`src/rtl/multi_port_mem_ctrl.sv`:
```
// multi_port_mem_ctrl
//   Byte-serial controller that lets NUM_PORTS requesters share one 8-bit RAM
//   port. Requesters are picked round-robin. Each port can issue byte, half or
//   word loads and stores. Loads can be sign- or zero-extended. A masked port's
//   load can be aborted by clearIn. Stores always run to completion.
//
// Ports
//   clockIn, resetIn   : rising-edge clock, async active-high reset
//   readyIn            : global enable (low freezes every register)
//   clearIn            : mispredict flush for ports selected by CLEAR_MASK
//   reqIn/weIn/sizeIn  : per-port request, store flag, {zext, size[1:0]}
//   addrIn/wdataIn     : per-port byte address and little-endian store data
//   okOut              : one-cycle completion pulse per port
//   rdataOut           : extended data of the last completed load
//   grantOut           : index of the current or last granted port
//   busyOut            : transaction in flight
//   ramSelect/ramAddr/ramOut/ramIn : RAM interface (1 = read, 0 = write)
module multi_port_mem_ctrl #(
  parameter int ADDR_WIDTH = 17,
  parameter int NUM_PORTS = 2,
  parameter logic [NUM_PORTS-1:0] CLEAR_MASK = {NUM_PORTS{1'b1}},
  localparam int GW = (NUM_PORTS > 1) ? $clog2(NUM_PORTS) : 1
) (
  input  logic                    clockIn,
  input  logic                    resetIn,
  input  logic                    readyIn,
  input  logic                    clearIn,
  input  logic [NUM_PORTS-1:0]    reqIn,
  input  logic [NUM_PORTS-1:0]    weIn,
  input  logic [3*NUM_PORTS-1:0]  sizeIn,
  input  logic [32*NUM_PORTS-1:0] addrIn,
  input  logic [32*NUM_PORTS-1:0] wdataIn,
  output logic [NUM_PORTS-1:0]    okOut,
  output logic [31:0]             rdataOut,
  output logic [GW-1:0]           grantOut,
  output logic                    busyOut,
  output logic                    ramSelect,
  output logic [ADDR_WIDTH-1:0]   ramAddr,
  output logic [7:0]              ramOut,
  input  logic [7:0]              ramIn
);

  typedef enum logic [1:0] {IDLE = 2'd0, READ = 2'd1, WRITE = 2'd2} state_e;

  state_e                state_q, state_d;
  logic [GW-1:0]         grant_q, grant_d;
  logic                  we_q, we_d;
  logic [2:0]            size_q, size_d;
  logic [2:0]            cnt_q, cnt_d;
  logic [31:0]           buf_q, buf_d;
  logic [31:0]           rdata_q, rdata_d;
  logic [NUM_PORTS-1:0]  ok_q, ok_d;

  logic [31:0]           addr_a  [NUM_PORTS];
  logic [31:0]           wdata_a [NUM_PORTS];
  logic [2:0]            size_a  [NUM_PORTS];

  logic [NUM_PORTS-1:0]  elig_s;
  logic                  win_vld_s;
  logic [GW-1:0]         win_s;
  logic [GW-1:0]         idx_s;
  logic [2:0]            last_s;
  logic [2:0]            rd_idx_s;
  logic [31:0]           merged_s;
  logic [ADDR_WIDTH-1:0] cur_addr_s;
  logic                  unused_addr_s;

  // Index of the last byte of a transfer: 0, 1 or 3.
  function automatic logic [2:0] last_byte(input logic [1:0] sz);
    logic [2:0] r;
    case (sz)
      2'b00:   r = 3'd0;
      2'b01:   r = 3'd1;
      default: r = 3'd3;
    endcase
    return r;
  endfunction

  // Replace one byte lane of a word.
  function automatic logic [31:0] put_byte(input logic [31:0] d, input logic [1:0] sel,
                                           input logic [7:0] b);
    logic [31:0] r;
    r = d;
    r[{sel, 3'b000} +: 8] = b;
    return r;
  endfunction

  // Sign- or zero-extend a loaded value from its top byte.
  function automatic logic [31:0] extend_load(input logic [31:0] d, input logic [2:0] sz);
    logic [31:0] r;
    case (sz[1:0])
      2'b00:   r = sz[2] ? {24'h000000, d[7:0]} : {{24{d[7]}}, d[7:0]};
      2'b01:   r = sz[2] ? {16'h0000, d[15:0]} : {{16{d[15]}}, d[15:0]};
      default: r = d;
    endcase
    return r;
  endfunction

  for (genvar p = 0; p < NUM_PORTS; p++) begin : g_unpack
    assign addr_a[p]  = addrIn[32*p +: 32];
    assign wdata_a[p] = wdataIn[32*p +: 32];
    assign size_a[p]  = sizeIn[3*p +: 3];
  end

  // Address bits above ADDR_WIDTH are intentionally ignored.
  assign unused_addr_s = ^addrIn;

  assign last_s     = last_byte(size_q[1:0]);
  assign rd_idx_s   = cnt_q - 3'd1;
  assign merged_s   = put_byte(buf_q, rd_idx_s[1:0], ramIn);
  assign cur_addr_s = addr_a[grant_q][ADDR_WIDTH-1:0] + ADDR_WIDTH'(cnt_q);

  // Round-robin arbiter. A port whose okOut is high is skipped, so a held
  // request is not served twice.
  always_comb begin
    elig_s    = reqIn & ~ok_q & ~(clearIn ? CLEAR_MASK : '0);
    win_vld_s = 1'b0;
    win_s     = grant_q;
    idx_s     = grant_q;
    for (int k = 1; k <= NUM_PORTS; k++) begin
      idx_s = GW'((int'(grant_q) + k) % NUM_PORTS);
      if (!win_vld_s && elig_s[idx_s]) begin
        win_vld_s = 1'b1;
        win_s     = idx_s;
      end else begin
        win_vld_s = win_vld_s;
      end
    end
  end

  // State and datapath registers.
  always_ff @(posedge clockIn or posedge resetIn) begin
    if (resetIn) begin
      state_q <= IDLE;
      grant_q <= GW'(NUM_PORTS - 1);
      we_q    <= 1'b0;
      size_q  <= 3'd0;
      cnt_q   <= 3'd0;
      buf_q   <= 32'h0;
      rdata_q <= 32'h0;
      ok_q    <= '0;
    end else begin
      state_q <= state_d;
      grant_q <= grant_d;
      we_q    <= we_d;
      size_q  <= size_d;
      cnt_q   <= cnt_d;
      buf_q   <= buf_d;
      rdata_q <= rdata_d;
      ok_q    <= ok_d;
    end
  end

  // Next-state and datapath update; everything holds while readyIn is low.
  always_comb begin
    state_d = state_q;
    grant_d = grant_q;
    we_d    = we_q;
    size_d  = size_q;
    cnt_d   = cnt_q;
    buf_d   = buf_q;
    rdata_d = rdata_q;
    ok_d    = ok_q;
    if (readyIn) begin
      ok_d = '0;
      case (state_q)
        IDLE: begin
          if (win_vld_s) begin
            grant_d = win_s;
            we_d    = weIn[win_s];
            size_d  = size_a[win_s];
            // Byte 0 of a load is already being read during this cycle.
            cnt_d   = weIn[win_s] ? 3'd0 : 3'd1;
            buf_d   = 32'h0;
            state_d = weIn[win_s] ? WRITE : READ;
          end else begin
            state_d = IDLE;
          end
        end
        READ: begin
          if (clearIn && CLEAR_MASK[grant_q]) begin
            state_d = IDLE;
            cnt_d   = 3'd0;
          end else if (rd_idx_s == last_s) begin
            buf_d          = merged_s;
            rdata_d        = extend_load(merged_s, size_q);
            ok_d[grant_q]  = 1'b1;
            cnt_d          = 3'd0;
            state_d        = IDLE;
          end else begin
            buf_d = merged_s;
            cnt_d = cnt_q + 3'd1;
          end
        end
        WRITE: begin
          if (cnt_q == last_s) begin
            ok_d[grant_q] = 1'b1;
            cnt_d         = 3'd0;
            state_d       = IDLE;
          end else begin
            cnt_d = cnt_q + 3'd1;
          end
        end
        default: begin
          state_d = IDLE;
          cnt_d   = 3'd0;
        end
      endcase
    end else begin
      state_d = state_q;
    end
  end

  // RAM-side outputs. In IDLE the winner's address goes out immediately.
  always_comb begin
    ramSelect = 1'b1;
    ramOut    = 8'h00;
    ramAddr   = addr_a[0][ADDR_WIDTH-1:0];
    case (state_q)
      IDLE: begin
        if (win_vld_s) begin
          ramAddr = addr_a[win_s][ADDR_WIDTH-1:0];
        end else begin
          ramAddr = addr_a[0][ADDR_WIDTH-1:0];
        end
      end
      READ: begin
        ramAddr = cur_addr_s;
      end
      WRITE: begin
        ramAddr   = cur_addr_s;
        ramOut    = wdata_a[grant_q][{cnt_q[1:0], 3'b000} +: 8];
        ramSelect = ~readyIn;
      end
      default: begin
        ramAddr = addr_a[0][ADDR_WIDTH-1:0];
      end
    endcase
  end

  assign okOut    = ok_q;
  assign rdataOut = rdata_q;
  assign grantOut = grant_q;
  assign busyOut  = (state_q != IDLE);

endmodule

```
`config.mk`:
```
export PLATFORM = sky130hd
export DESIGN_NAME = multi_port_mem_ctrl
export DESIGN_NICKNAME = d
export VERILOG_FILES = /design/src/rtl/multi_port_mem_ctrl.sv
export SDC_FILE = /design/constraint.sdc
export NUM_CORES = 1
export LEC_CHECK = 0
export CORE_MARGIN = 2
export CORE_UTILIZATION = 30
export DETAILED_ROUTE_END_ITERATION = 10
export PLACE_DENSITY = 0.68
export SLEW_MARGIN = 10
export SYNTH_ARGS = -nofsm -noshare
export SYNTH_HDL_FRONTEND = slang
export SYNTH_SLANG_ARGS = --single-unit
```
`constraint.sdc`:
```
create_clock -name clockIn -period 4.89 [get_ports clockIn]
set_input_delay 0.489 -clock clockIn [delete_from_list [all_inputs] [get_ports clockIn]]
set_output_delay 0.489 -clock clockIn [all_outputs]
set_load 0.005 [all_outputs]
```
==> impl_metrics.yaml <==
floorplanning:
  ioPinCount: 212
  die_h_um: 139
  start_util: 0.305
  die_x_um: 139
  die_area_um2: 19300
  num_rows: 49
  core-area_um2: 17900
clock_tree:
  clk_path_buf_depth: 2
  clock-sinks: 75
  cts_buffers: 9
  cts_tree: "built"
  cts-root-buf: "clkbuf_16"
  insertion_delay_ns: 0.34
  clk_pin_slew_worst_paths_ns: 0.06
  holdBufCountCts: 0
  ctsResizeCount: 0
  htree_levels: 3
  postCtsSetupBuffers: 0
logic_synthesis:
  synth_ff_type: "dfrtp_1"
  synth_top_area_frac: 0.339
  synth_seq_cells: 75
  yosys_warnings: 0
  syn_area_um2: 5470
  synthCells: 638
  synthTopCellsByArea: "dfrtp_1, nand2_1, mux4_2"
  ys_async_sr_fraction: 1.00
  synth_area_leader_cell: "dfrtp_1"
  synth_most_common_cell: "nand2_1"
  synthTopCellsByCount: "nand2_1, dfrtp_1, o21ai_0"
  synth_edf_count: 0
  synth_cell_types: 65
  yosysSeqAreaShare: 0.344
  syn_avg_cell_area_um2: 8.57
  syn-num-nets: 802
cells_and_area:
  fin_cells: 1028
  utilization: 0.432
  num_antenna_cells: 0
  nNetsFinal: 958
  drive_above_1_share: 0.0776
  areaGrowthSynthToFinish_pct: 41.7
detailed_routing:
  vias: 5353
  routed_wl_um: 17400
  post-route-drc-count: 0
  first_pass_iters: 5
  vias_per_cell: 5.21
  wl_per_cell_um: 16.9
  detail-route-antenna-nets: 0
  drt_iter0_drc: 456
placement:
  port_buffers: 181
  dp.cells: 1012
  place_hpwl_um: 12800
  gp_congestion: 0.823
  dp_slack_ns: 0.805
power_and_ir_drop:
  pwr-share-comb: 0.555
  pwr_density_cell_nw_per_um2: 411
  power.total_w: 0.00318
  pwr-share-seq: 0.237
  internal-power_w: 0.00189
  power_switching_w: 0.00129
  p_leak_nw: 3.09
  sw_frac_of_total: 0.407
  power_frac_clock: 0.208
  max-vdd-ir-drop_uv: 180
grt:
  antenna_found_initial: 0
  overflow: 0
  grt_pass1_vias: 5058
  grt_max_degree: 65
  grt_pass1_wl_um: 27300
  grt_usage: 0.175
critical_path:
  reg2reg_to: "rdataOut[26]"
  crit_type: "reg -> out"
  critPathLaunchType: "flop"
  worstPathMaxFanout: 12
  critical_path_required_ns: 4.40
  worstSetupEndpoint: "ramAddr[16]"
  startpoint: "cnt_q[1]"
  ff2ff_setup_slack_ns: 1.93
  r2r_cells: 7
  crit_path_end_kind: "primary output"
  reg2reg_from: "cnt_q[1]"
  critical_path_arrival_ns: 3.66
timing:
  worst_pin_slew_ns: 0.817
  fin_tns_setup_ns: 0
  clock.fmax_mhz: 241
  rsz0062_at_grt: "false"
  fin_worst_skew_ns: 0.00685
  drv_slew: 0
  finalCritPeriodShare: 0.849
  finalWorstSetupSlack_ns: 0.737
  slew_headroom: 0.454
  hold_violations: 0
  period_minus_slack_ns: 4.15
  setup_viol: 0
worst_hold_path:
  hold_class: "reg -> reg"
flow_run:
  max_cap_violations: 0
run_status:
  status: "finished clean"
## layer usage
| layer | up-vias | wire, µm | track usage |
|---|---|---|---|
| li1 | 2605 | - | - |
| met5 | - | 0 | 0 |
| met3 | 33 | 990 | 0.0470 |
| met1 | 2558 | 7960 | 0.247 |
| met4 | 0 | 442 | 0.0510 |
| met2 | 157 | 8030 | 0.264 |
## cell type report
class                   instances  area, µm²
clock buffers                  12        246
clock inverters                 4       50.0
fillers                      1775      10200
inverters                      33        124
multi-input cells             486       3290
flip-flops and latches         75       1880
well taps                     229        287
repair buffers                189       1870
## cells by family after synthesis
| kind of cell | after synthesis | synth area share |
|---|---|---|
| AO/OA/AOI/OAI | 200 | 0.248 |
| XOR/XNOR | 14 | 0.0224 |
| adder cells (fa/ha/maj) | 14 | 0.0334 |
| buffers and inverters | 77 | 0.0577 |
| flip-flops | 75 | 0.344 |
| multiplexers | 35 | 0.102 |
| AND/OR/NAND/NOR | 223 | 0.193 |
## cell usage in the layout (no fill, tap or decap), types with 11 or more instances in the layout
cell type / n
mux2i_1: 12
nor2_1: 14
nand2_1: 129
clkdlybuf4s50_1: 181
ha_1: 13
inv_1: 30
a21o_1: 19
mux4_2: 16
a21oi_1: 36
o21ai_0: 60
dfrtp_1: 74
nand2b_1: 18
nand3_1: 24
a22oi_1: 11
o22ai_1: 18
## critical path, cell delays in order, from the launching register on
cell	delay, ns
dfrtp_1	0.34
clkinv_1	0.46
fa_1	0.64
nand2b_1	0.22
a221oi_4	0.36
nand3_2	0.16
or4_1	0.53
nand3_1	0.10
clkdlybuf4s50_1	0.52
## sequential cells by signal, indices dropped and copies added (netlist names)
register,count
state_q,2
okOut,2
buf_q,32
rdataOut,32
grantOut,1
cnt_q,3
size_q,3
## worst min path at each step
stage	depth (start not counted)	end	from	slack [ns]
after floorplan	2	buf_q[7]	buf_q[7]	0.45
after global placement	1	rdataOut[27]	rdataOut[27]	0.46
after detailed placement	2	rdataOut[12]	rdataOut[12]	0.47
after CTS	2	rdataOut[12]	rdataOut[12]	0.48
after global routing	1	rdataOut[18]	rdataOut[18]	0.50
final	2	rdataOut[9]	rdataOut[9]	0.47
## through the flow
stage	hold WS, ns	instance area [µm²]
floorplan	0.450	5470
global placement	0.460	7450
detailed placement	0.470	7450
CTS	0.482	7740
global route	0.496	7740
finish	0.474	7740
## power by group through the flow
stage | registers [W] | clock network [W] | logic, W
after floorplan | 0.000736 | 0 | 0.00113
after global placement | 0.000763 | 0 | 0.00175
after detailed placement | 0.000766 | 0 | 0.00176
after CTS | 0.000755 | 0.000678 | 0.00177
after global routing | 0.000768 | 0.000702 | 0.00192
final | 0.000755 | 0.000661 | 0.00177
No activity file was read; power rests on OpenSTA's default activity.
